### src/rtl/quad_pkg.sv
// Shared types for the quadrature stimulus generator: FSM states, phase
// encodings and the phase-advance function.
package quad_pkg;

  typedef enum logic [1:0] {
    ST_IDLE  = 2'd0,
    ST_STEP  = 2'd1,
    ST_PRESS = 2'd2,
    ST_GAP   = 2'd3
  } state_t;

  localparam logic [1:0] PH_00 = 2'b00;
  localparam logic [1:0] PH_01 = 2'b01;
  localparam logic [1:0] PH_11 = 2'b11;
  localparam logic [1:0] PH_10 = 2'b10;

  // dir=0 walks 00->01->11->10 (forward), dir=1 walks the reverse cycle.
  function automatic logic [1:0] next_phase(input logic [1:0] ph, input logic dir);
    logic [1:0] nxt;
    case (ph)
      PH_00:   nxt = dir ? PH_10 : PH_01;
      PH_01:   nxt = dir ? PH_00 : PH_11;
      PH_11:   nxt = dir ? PH_01 : PH_10;
      default: nxt = dir ? PH_11 : PH_00;
    endcase
    return nxt;
  endfunction

endpackage

### src/rtl/quad_stim_gen_timer.sv
// Down-counting interval timer: load a value, count to zero, hold there.
// done_o is high whenever the count sits at zero.
module interval_timer #(
  parameter int W = 2
) (
  input  logic         clk,
  input  logic         rst,
  input  logic         load_i,
  input  logic [W-1:0] load_val_i,
  output logic         done_o
);

  logic [W-1:0] cnt_q, cnt_d;

  always_comb begin
    cnt_d = cnt_q;
    if (load_i) begin
      cnt_d = load_val_i;
    end else if (cnt_q != '0) begin
      cnt_d = cnt_q - 1'b1;
    end
  end

  always_ff @(posedge clk) begin
    if (rst) begin
      cnt_q <= '0;
    end else begin
      cnt_q <= cnt_d;
    end
  end

  assign done_o = (cnt_q == '0);

endmodule

### src/rtl/quad_stim_gen.sv
// Quadrature encoder stimulus generator: turns a signed step command plus an
// optional button press into A/B phase waveforms and a button level.
module quad_stim_gen
  import quad_pkg::*;
#(
  parameter int STEP_DIV = 1000,
  parameter int BTN_HOLD = 500,
  parameter int CNT_W    = 8
) (
  input  logic             clk,
  input  logic             rst,
  input  logic             cmd_valid,
  output logic             cmd_ready,
  input  logic [7:0]       cmd_steps,
  input  logic             cmd_press,
  output logic             p1,
  output logic             p2,
  output logic             btn,
  output logic             busy,
  output logic [CNT_W-1:0] pos,
  output logic [CNT_W-1:0] presses
);

  localparam int TMAX = (STEP_DIV > BTN_HOLD) ? STEP_DIV : BTN_HOLD;
  localparam int TW   = $clog2(TMAX);
  localparam logic [TW-1:0] STEP_RELOAD = TW'(STEP_DIV - 1);
  localparam logic [TW-1:0] HOLD_RELOAD = TW'(BTN_HOLD - 1);

  state_t           state_q, state_d;
  logic             dir_q, dir_d;
  logic             press_q, press_d;
  logic [7:0]       rem_q, rem_d;
  logic [1:0]       phase_q, phase_d;
  logic [CNT_W-1:0] pos_q, pos_d;
  logic [CNT_W-1:0] presses_q, presses_d;
  logic             btn_q, btn_d;
  logic             busy_q, busy_d;
  logic             ready_q, ready_d;

  logic             tmr_load;
  logic [TW-1:0]    tmr_val;
  logic             tmr_done;
  logic             accept;
  logic [7:0]       mag;

  // Two's-complement negate of -128 yields 0x80, i.e. 128 steps.
  assign mag    = cmd_steps[7] ? (8'd0 - cmd_steps) : cmd_steps;
  assign accept = cmd_valid && ready_q;

  interval_timer #(.W(TW)) u_timer (
    .clk        (clk),
    .rst        (rst),
    .load_i     (tmr_load),
    .load_val_i (tmr_val),
    .done_o     (tmr_done)
  );

  always_comb begin
    state_d  = state_q;
    dir_d    = dir_q;
    press_d  = press_q;
    rem_d    = rem_q;
    phase_d  = phase_q;
    pos_d    = pos_q;
    tmr_load = 1'b0;
    tmr_val  = STEP_RELOAD;

    case (state_q)
      ST_IDLE: begin
        if (accept) begin
          dir_d   = cmd_steps[7];
          press_d = cmd_press;
          rem_d   = mag;
          if (mag != 8'd0) begin
            state_d  = ST_STEP;
            tmr_load = 1'b1;
          end else if (cmd_press) begin
            state_d  = ST_PRESS;
            tmr_load = 1'b1;
            tmr_val  = HOLD_RELOAD;
          end
        end
      end
      ST_STEP: begin
        if (tmr_done) begin
          phase_d  = next_phase(phase_q, dir_q);
          pos_d    = dir_q ? (pos_q - 1'b1) : (pos_q + 1'b1);
          rem_d    = rem_q - 8'd1;
          tmr_load = 1'b1;
          if (rem_q == 8'd1) begin
            state_d = press_q ? ST_PRESS : ST_IDLE;
            tmr_val = HOLD_RELOAD;
          end
        end
      end
      ST_PRESS: begin
        if (tmr_done) begin
          state_d  = ST_GAP;
          tmr_load = 1'b1;
          tmr_val  = HOLD_RELOAD;
        end
      end
      default: begin
        if (tmr_done) begin
          state_d = ST_IDLE;
        end
      end
    endcase
  end

  // btn trails the PRESS state by one register stage, so it is high for
  // exactly the PRESS duration and the counter bumps on its rising edge.
  assign btn_d     = (state_q == ST_PRESS);
  assign presses_d = (btn_d && !btn_q) ? (presses_q + 1'b1) : presses_q;
  assign busy_d    = (state_d != ST_IDLE);
  assign ready_d   = (state_q == ST_IDLE) && (state_d == ST_IDLE);

  always_ff @(posedge clk) begin
    if (rst) begin
      state_q   <= ST_IDLE;
      dir_q     <= 1'b0;
      press_q   <= 1'b0;
      rem_q     <= 8'd0;
      phase_q   <= PH_00;
      pos_q     <= '0;
      presses_q <= '0;
      btn_q     <= 1'b0;
      busy_q    <= 1'b0;
      ready_q   <= 1'b0;
    end else begin
      state_q   <= state_d;
      dir_q     <= dir_d;
      press_q   <= press_d;
      rem_q     <= rem_d;
      phase_q   <= phase_d;
      pos_q     <= pos_d;
      presses_q <= presses_d;
      btn_q     <= btn_d;
      busy_q    <= busy_d;
      ready_q   <= ready_d;
    end
  end

  assign p1        = phase_q[1];
  assign p2        = phase_q[0];
  assign btn       = btn_q;
  assign busy      = busy_q;
  assign cmd_ready = ready_q;
  assign pos       = pos_q;
  assign presses   = presses_q;

endmodule

### config.mk
export PLATFORM = sky130hd
export DESIGN_NAME = quad_stim_gen
export DESIGN_NICKNAME = d
export VERILOG_FILES = /design/src/rtl/quad_pkg.sv /design/src/rtl/quad_stim_gen_timer.sv /design/src/rtl/quad_stim_gen.sv
export SDC_FILE = /design/constraint.sdc
export NUM_CORES = 1
export LEC_CHECK = 0
export BUFFER_PORTS_ARGS = -buffer_cell sky130_fd_sc_hd__buf_2
export CAP_MARGIN = 10
export CORE_MARGIN = 10
export CORE_UTILIZATION = 37
export CTS_BUF_LIST = sky130_fd_sc_hd__clkbuf_4 sky130_fd_sc_hd__clkbuf_8
export DETAILED_ROUTE_END_ITERATION = 10
export GPL_TIMING_DRIVEN = 1
export HOLD_SLACK_MARGIN = 0.02
export PLACE_DENSITY = 0.55
export REMOVE_ABC_BUFFERS = 1
export SLEW_MARGIN = 15
export SYNTH_ARGS = -nofsm -noshare
export SYNTH_HDL_FRONTEND = slang
export SYNTH_SLANG_ARGS = --single-unit
### constraint.sdc
create_clock -name clk -period 4.42 [get_ports clk]
set_clock_uncertainty 0.05 [all_clocks]
set_input_delay 0.221 -clock clk [delete_from_list [all_inputs] [get_ports clk]]
set_output_delay 0.221 -clock clk [all_outputs]
set_load 0.01 [all_outputs]
==> qor.txt, run 1 <==
Non-Filler Instances: 466
Switching Fraction: 41.99%
CP arrival: 2.77 ns
Top cell type's share of synthesized area: 31.63%
Initial DRC count: 129
GRT overflow: 0
Hold Crit Class: in2reg
CTS root buffer: clkbuf_8
CP Max Fanout: 23
Final Cycle Share: 60.31%
Final hold vios: 0
Hold_buf cts: 0
H-tree lvl count: 2
Top cells by area, synth: dfxtp_1, ha_1, nor2_1
Synthesized area per cell: 8.051 um^2
Starting Density: 37.72%
DR pass1 iterations: 6
Clock latency at the later pin of the worst-skew pair: 0.29 ns
PnR Total Power: 1710 uW
First-pass GRT wire length: 10870 um
Num rows: 31
Die height: 105.8 um
Nets: 396
Via count: 2396
CORE AREA: 7214 um^2
GR Util All Layers: 11.42%
Final max-slew violation count: 0
Final wirelength: 6150 um
Minimum clock period: 2.666 ns
YS warnings: 0
Clk pwr share: 18.7%
Initial antenna violation count: 0
Status: complete, no violations
Post-route ant nets: 0
Post-cts resize count: 0
Max Fclk: 0.3751 GHz
GPL Wtd Cong: 0.7801
Slew Limit Headroom: 47.48%
Max Cap Viol: 0
P per Cell Area: 554.6 nW/um^2
Slew @ Worst Pin: 0.7878 ns
Full die area: 11190 um^2
Critical path class: reg2reg
Sum Neg Setup Slack: 0 ns
IO Port Bufs: 32
Gate Count Post-Synth: 338
CTS tree: yes
Sequential share of power: 33.7%
Clock transition at path regs: 0.08 ns
Leakage power: 0.001258 uW
Detailed-route DRC error count: 0
P_sw: 717.9 uW
Number of placed I/O pins: 33
Internal power: 992.0 uW
Post-CTS Setup Bufs: 0
Number of clock sinks: 43
Inst Count DP: 458
Finish-stage setup viols: 0
Avg WL per Cell: 13.20 um
RSZ-0062 raised after global routing: false
Cell area after placement: 2965 um^2
Fraction of registers with async set/reset: 0%
Detailed placement HPWL: 4564 um
EDFF count, synth: 0
Largest net degree at the start of global routing: 43
Layout cells sized above 1: 13.90%
Type of origin of the critical path: register
CTS buffer count: 5
Max Root-Sink Buffers: 2
Design area: 3083 um^2
Ys flop type: dfxtp_1
Yosys reg bits: 43
Die Wd: 105.8 um
Via density: 5.142
Logic gate share of total power: 47.6%
Post-synth top area cell: dfxtp_1
Area grow syn2layout: 13.29%
Vias in the first global route: 2281
Req. time, crit path: 4.53 ns
Synth cell types: 56
N_diodes: 0
Peak VDD IR: 208.3 uV
Critical Path Sink Type: register
Cell Area, Synth: 2721 um^2
Sequential area share after synthesis: 31.63%
[routing by layer]
metal | wire, um | global-route usage [%] | share of wire [%]
met1 | 3053 | 14.52 | 50
met2 | 2616 | 17.80 | 43
met3 | 384 | 3.532 | 6.2
met4 | 96 | 4.062 | 1.6
met5 | 0 | 0 | 0
[state kept, by name (all words and copies together) (netlist names)]
register       cells
presses            8
rem_q              8
press_q            1
phase_q            2
btn                1
pos                8
u_timer.cnt_q     10
dir_q              1
state_q            2
busy               1
cmd_ready          1
[power groups by stage]
stage,Combinational [uW],Clock [uW],Sequential [uW]
global placement,813,0,583
global route,937,352,595
detailed placement,814,0,583
CTS,815,334,576
finish,814,320,577
floorplan,640,0,573
[cell usage after synthesis (4+ instances only)]
| library cell | n |
|---|---|
| and2_1 | 4 |
| xor2_1 | 9 |
| nor2b_1 | 5 |
| a22oi_1 | 5 |
| xnor2_1 | 15 |
| clkbuf_1 | 10 |
| nor3_1 | 8 |
| nand3_1 | 9 |
| o21ai_0 | 17 |
| nand4_1 | 6 |
| inv_1 | 20 |
| nand2b_1 | 4 |
| ha_1 | 17 |
| dfxtp_1 | 43 |
| a21oi_1 | 29 |
| nor2_1 | 41 |
| nand2_1 | 36 |
| o211ai_1 | 5 |
[area by class of cell]
cell class / instances / area [um^2]
flip-flops and latches: 43 / 860.8
clock inverters: 2 / 35.03
well taps: 99 / 123.9
multi-input cells: 263 / 1738
repair buffers: 33 / 167.7
inverters: 20 / 75.07
clock buffers: 6 / 82.58
fillers: 749 / 4131
[critical path, stage by stage, from the launching register on]
cell and delay (ns):
dfxtp_1 0.35, inv_1 0.12, ha_1 0.62, nand4_1 0.16, buf_4 0.25, a22oi_2 0.53
o21ai_0 0.18, a22oi_1 0.22, nor2_1 0.06
[path summary, 6_finish.rpt]
check                   to  cells after the start  slack [ns]          from
setup / recovery  rem_q[2]                      8        1.75    state_q[1]
hold reg to reg     pos[4]                      2        0.43        pos[4]
hold / removal    rem_q[0]                      3        0.18  cmd_steps[0]
setup reg to reg  rem_q[2]                      8        1.75    state_q[1]
[placed cells by master (no fill, tap or decap), types with 2 or more instances in the layout]
cell,instances
mux2i_1,3
a22oi_1,5
nor2b_1,5
or4_1,2
a311oi_1,3
nand2_1,36
dfxtp_1,43
nand2b_1,4
a31oi_1,2
o41ai_1,3
nand3_1,9
inv_1,20
and3_1,3
nor3_1,8
xor2_1,9
ha_1,17
clkbuf_8,6
nand4_1,6
xnor2_1,15
o311ai_1,2
or3_1,3
a21oi_1,29
nor2_1,41
o211ai_1,5
o21ai_0,17
nor4_1,2
nor4b_1,2
o21bai_1,2
buf_2,32
and2_1,4
[through the flow]
stage | hold slack, ns | utilization, % | worst slack, ns
final | 0.1779 | 42.73 | 1.754
after global routing | 0.1990 | 42.73 | 1.403
after CTS | 0.1708 | 42.73 | 1.758
after detailed placement | 0.4188 | 41.10 | 1.777
after global placement | 0.4176 | 41.10 | 1.809
after floorplan | 0.2401 | - | 1.809
[cells by family (layout without fill, tap and decap cells)]
| family | count (synthesis) | count (layout) | synth area share, % |
|---|---|---|---|
| DFF | 43 | 43 | 31.63 |
| muxes | 3 | 3 | 1.103 |
| AOI/OAI and AO/OA | 85 | 85 | 21.56 |
| xor gates and xnor gates | 24 | 24 | 7.724 |
| adders and majority gates | 18 | 18 | 8.552 |
| and+or+nand+nor | 133 | 133 | 24.92 |
| buffers and inverters | 32 | 61 | 4.506 |
Power figures use the tool's default switching activity.
==> inputs of run 2 (changes only) <==
clock period = 2.8 ns   (was 4.42 ns; I/O delays follow)
==> run 2 against run 1 <==
  * Sequential power is 58% higher
  * Count of clock-buffer cells in the layout is 1 lower
  * First-iteration DRC count is 2.3% higher
  * Register-to-register slack worse by 1.4 ns
  * Global-route usage is 0.52 points lower
  * Largest power group unchanged
  * Combinational power is 62% higher
  * Maximum frequency is 8.9% higher
  * Flip-flop and latch count stayed put
  * Final cell count is 0.86% higher
  * Clock power is 32% higher
  * Critical path type unchanged
  * Routed wire length is 1.4% higher
==> qor.txt, run 2 (same netlist as run 1, synthesis figures left out) <==
CTS tree: yes
H-tree lvl count: 2
CP Max Fanout: 10
Req. time, crit path: 3.00 ns
CP arrival: 2.65 ns
Cell area after placement: 2995 um^2
Critical Path Sink Type: register
Post-cts resize count: 0
DR pass1 iterations: 4
Die Wd: 105.8 um
Final Cycle Share: 87.45%
RSZ-0062 raised after global routing: false
Full die area: 11190 um^2
Clock transition at path regs: 0.10 ns
Number of placed I/O pins: 33
Hold path startpoint: cmd_steps[0]
Max Cap Viol: 0
Most frequent cells in the layout: dfxtp_1, nor2_1, nand2_1
First-pass GRT wire length: 10450 um
Hold_ws: 0.09085 ns
CORE AREA: 7214 um^2
Clock latency at the later pin of the worst-skew pair: 0.31 ns
Max Root-Sink Buffers: 2
Logic gate share of total power: 49.7%
P per Cell Area: 858.5 nW/um^2
Worst R2R Path Depth: 8
Num rows: 31
Layout cells sized above 1: 14.82%
Clk pwr share: 15.9%
Minimum clock period: 2.449 ns
Leakage power: 0.001262 uW
GRT overflow: 0
CP peak stage delay: 0.58 ns
Detailed placement HPWL: 4683 um
Worst flop-to-flop path endpoint: pos[6]
Top cell by count, worst path: o21ai_0
Initial DRC count: 132
Slew @ Worst Pin: 0.4714 ns
Hold Crit Class: in2reg
Largest net degree at the start of global routing: 24
Via count: 2419
Type of origin of the critical path: register
Hold_buf cts: 0
Initial antenna violation count: 0
Internal power: 1484 uW
N_diodes: 0
Post-route ant nets: 0
Starting Density: 37.72%
Slowest cell on the critical path: dfxtp_1
GR Util All Layers: 10.91%
IO Port Bufs: 32
Max Fclk: 0.4084 GHz
Top reg by flops: u_timer.cnt_q
Slew Limit Headroom: 68.57%
Sequential share of power: 34.4%
Final hold vios: 0
Nets: 400
Avg WL per Cell: 13.27 um
CP Cell Sequence: inv_1 > fa_1 > nor2b_1 > o21ai_0 > a21boi_0 > o21ai_0 > a2111oi_0 > a311o_1
Die height: 105.8 um
Finish-stage setup viols: 0
Critical path class: reg2reg
CTS root buffer: clkbuf_8
Most common cell after layout, fill and taps aside: dfxtp_1
WHS Path Cells: 3
Switching Fraction: 44.03%
CTS buffer count: 5
Internal reg-to-reg setup slack: 0.35 ns
Number of clock sinks: 43
Detailed-route DRC error count: 0
Peak VDD IR: 317.6 uV
Vias in the first global route: 2252
GPL Wtd Cong: 0.8099
Sum Neg Setup Slack: 0 ns
Hold endpoint: rem_q[0]
R2r startpoint: dir_q
Post-CTS Setup Bufs: 0
Final max-slew violation count: 0
Area grow syn2layout: 13.52%
P_sw: 1168 uW
Status: complete, no violations
Largest register FFs: 10
Design area: 3089 um^2
Via density: 5.147
Final wirelength: 6236 um
run 2: cell count changes in the layout (fill, tap and decap cells not counted):
cell / change
clkbuf_8: -1
clkinv_4: +2
buf_4: +4
bufinv_16: -1
clkinv_2: -1
clkinvlp_4: +1
run 2: area by class of cell:
type,count,area [um^2]
Tap cell,99,123.9
Fill cell,744,4125
Clock inverter,3,25.02
Timing Repair Buffer,37,197.7
Inverter,20,75.07
Sequential cell,43,860.8
Multi-Input combinational cell,263,1738
Clock buffer,5,68.82
run 2: how the worst max path moves through the flow:
stage	from	to	slack [ns]	cells after the start
4_1_cts	dir_q	pos[6]	0.33	8
3_5_place_dp	dir_q	pos[6]	0.36	8
5_1_grt	dir_q	pos[6]	0.09	8
3_3_place_gp	dir_q	pos[6]	0.49	8
2_1_floorplan	state_q[1]	rem_q[2]	0.19	7
6_report	dir_q	pos[6]	0.35	8
run 2: power by group through the flow:
stage	sequential [uW]	clock [uW]	combinational, uW
6_report	911	422	1320
5_1_grt	935	457	1490
4_1_cts	911	442	1330
3_5_place_dp	923	0	1320
3_3_place_gp	925	0	1310
2_1_floorplan	905	0	1010
run 2: routing by layer:
metal | vias to the layer above | share of wire, % | wire length, um | GRT usage, %
met1 | 1109 | 52 | 3223 | 14.05
li1 | 1261 | - | - | -
met5 | - | 0 | 0 | 0
met4 | 0 | 1.2 | 72 | 3.482
met2 | 45 | 43 | 2653 | 17.45
met3 | 4 | 4.6 | 288 | 2.680
run 2: metrics by stage:
| step | cells | util (%) | power (uW) | worst slack, ns |
|---|---|---|---|---|
| after floorplan | 326 | - | 1916 | 0.1892 |
| after global placement | 462 | 41.52 | 2232 | 0.4897 |
| after detailed placement | 462 | 41.52 | 2244 | 0.3628 |
| after CTS | 470 | 42.82 | 2681 | 0.3295 |
| after global routing | 470 | 42.82 | 2886 | 0.08621 |
| final | 470 | 42.82 | 2652 | 0.3513 |
run 2: critical path: cells and delay by family, from the launching register on:
family,cells,cell delay (ns)
AO/OA/AOI/OAI,5,1.06
flip-flops,1,0.58
adder cells (fa/ha/maj),1,0.40
AND/OR/NAND/NOR,1,0.16
buffers and inverters,1,0.15
==> inputs of run 3 (changes only) <==
PLACE_DENSITY = 0.67   (was 0.55)
==> run 3 against run 2 <==
  * Via count is 0.79% higher
  * Final area is 0.32% higher
  * Largest power group unchanged
  * Flip-flop and latch count did not move
  * Clock power increased by 21%
  * Count of clock-buffer cells in the layout is 1 higher
==> qor.txt, run 3 (same netlist as run 1, synthesis figures left out) <==
Critical path class: reg2reg
Grt peak-use layer: met2
Slew Limit Headroom: 55.44%
Largest net degree at the start of global routing: 23
CTS buffer count: 5
Finish-stage setup viols: 0
Peak VDD IR: 322.6 uV
Top reg by flops: u_timer.cnt_q
Sum Neg Setup Slack: 0 ns
Area grow syn2layout: 13.88%
IO Port Bufs: 32
CP peak stage delay: 0.46 ns
Hold_ws: 0.09761 ns
Die Wd: 105.8 um
N_diodes: 0
RSZ-0062 raised after global routing: false
Full die area: 11190 um^2
Met2 Usage GRT: 16.92%
Slew @ Worst Pin: 0.6684 ns
Top cell by count, worst path: o21ai_0
Critical Path Sink Type: register
Initial antenna violation count: 0
DR pass1 iterations: 4
Via count: 2438
Req. time, crit path: 3.00 ns
PnR Total Power: 2712 uW
Area of the multi-input gates: 1738 um^2
Met3 usage: 2.984%
GR Util All Layers: 10.74%
CP Cell Sequence: inv_1 > fa_1 > nor2b_1 > o21ai_0 > a21boi_0 > o21ai_0 > a2111oi_0 > a311o_1
Status: complete, no violations
Initial DRC count: 120
Die height: 105.8 um
Detailed-route DRC error count: 0
CTS tree: yes
Max Cap Viol: 0
Via density: 5.209
Number of placed I/O pins: 33
Detailed placement HPWL: 4674 um
Clock latency at the later pin of the worst-skew pair: 0.30 ns
Flip-flop and latch area: 862.1 um^2
Leakage power: 0.001269 uW
GRT overflow: 0
H-tree lvl count: 2
Largest register FFs: 10
Clock transition at path regs: 0.09 ns
Most frequent cells in the layout: dfxtp_1, nor2_1, nand2_1
Number of clock sinks: 43
Layout cells sized above 1: 14.63%
Max Root-Sink Buffers: 2
P per Cell Area: 875.0 nW/um^2
CP arrival: 2.49 ns
Filler cells: 745
Vias in the first global route: 2296
Hold Crit Class: in2reg
Most common cell after layout, fill and taps aside: dfxtp_1
Hold_buf cts: 0
Final worst setup slack: 0.5086 ns
Minimum clock period: 2.291 ns
Max Fclk: 0.4364 GHz
GPL Wtd Cong: 0.8397
Final wirelength: 6099 um
Post-route ant nets: 0
Final Cycle Share: 81.84%
Starting Density: 37.72%
Num rows: 31
Inst Count DP: 460
Avg WL per Cell: 13.03 um
Final max-slew violation count: 0
CORE AREA: 7214 um^2
CTS root buffer: clkbuf_8
CP Max Fanout: 10
Type of origin of the critical path: register
First-pass GRT wire length: 10320 um
Met1 usage: 13.69%
Non-Filler Instances: 468
Setup WS pre-CTS: 0.3572 ns
Nets: 398
Final hold vios: 0
Slowest cell on the critical path: dfxtp_2
-- run 3: metrics by stage --
| stage | instance area [um^2] | util [%] |
|---|---|---|
| 5_1_grt | 3099 | 42.96 |
| 6_report | 3099 | 42.96 |
| 3_5_place_dp | 2980 | 41.31 |
| 4_1_cts | 3098 | 42.94 |
| 3_3_place_gp | 2980 | 41.31 |
| 2_1_floorplan | 2674 | - |
-- run 3: per-layer routing --
| metal | wire length [um] | part of all wire, % |
|---|---|---|
| met5 | 0 | 0 |
| met4 | 70 | 1.1 |
| met3 | 327 | 5.4 |
| met2 | 2643 | 43 |
| met1 | 3058 | 50 |
-- run 3: worst paths after layout --
check	startpoint	end	slack (ns)	cells past startpoint
max	dir_q	pos[6]	0.51	8
min	cmd_steps[0]	rem_q[0]	0.1	3
max reg2reg	dir_q	pos[6]	0.51	8
min reg2reg	pos[4]	pos[4]	0.43	2
-- run 3: repair_timing --
action	4_1_cts	5_1_grt
setup buffers	0	0
endpoints found under the setup margin	0	1
resized for setup	0	1
-- run 3: area by class of cell --
cell class	count	share of cell area, %
Timing Repair Buffer	35	5.894
Inverter	20	2.422
Clock inverter	2	1.130
Sequential cell	43	27.82
Multi-Input combinational cell	263	56.08
Clock buffer	6	2.665
Tap cell	99	3.997
-- run 3: where the power goes --
group / total (uW) / leakage, uW / switching [uW] / internal (uW)
Combinational: 1290 / 0.000857 / 761 / 525
Sequential: 917 / 0.000351 / 161 / 756
Clock: 509 / 0.0000612 / 220 / 289
-- run 3: critical path, delay by kind of cell, from the launching register on --
family,cells,cell delay [ns]
AO/OA/AOI/OAI,5,1.09
flip-flops,1,0.46
adder cells (fa/ha/maj),1,0.39
buffers and inverters,1,0.11
AND/OR/NAND/NOR,1,0.15
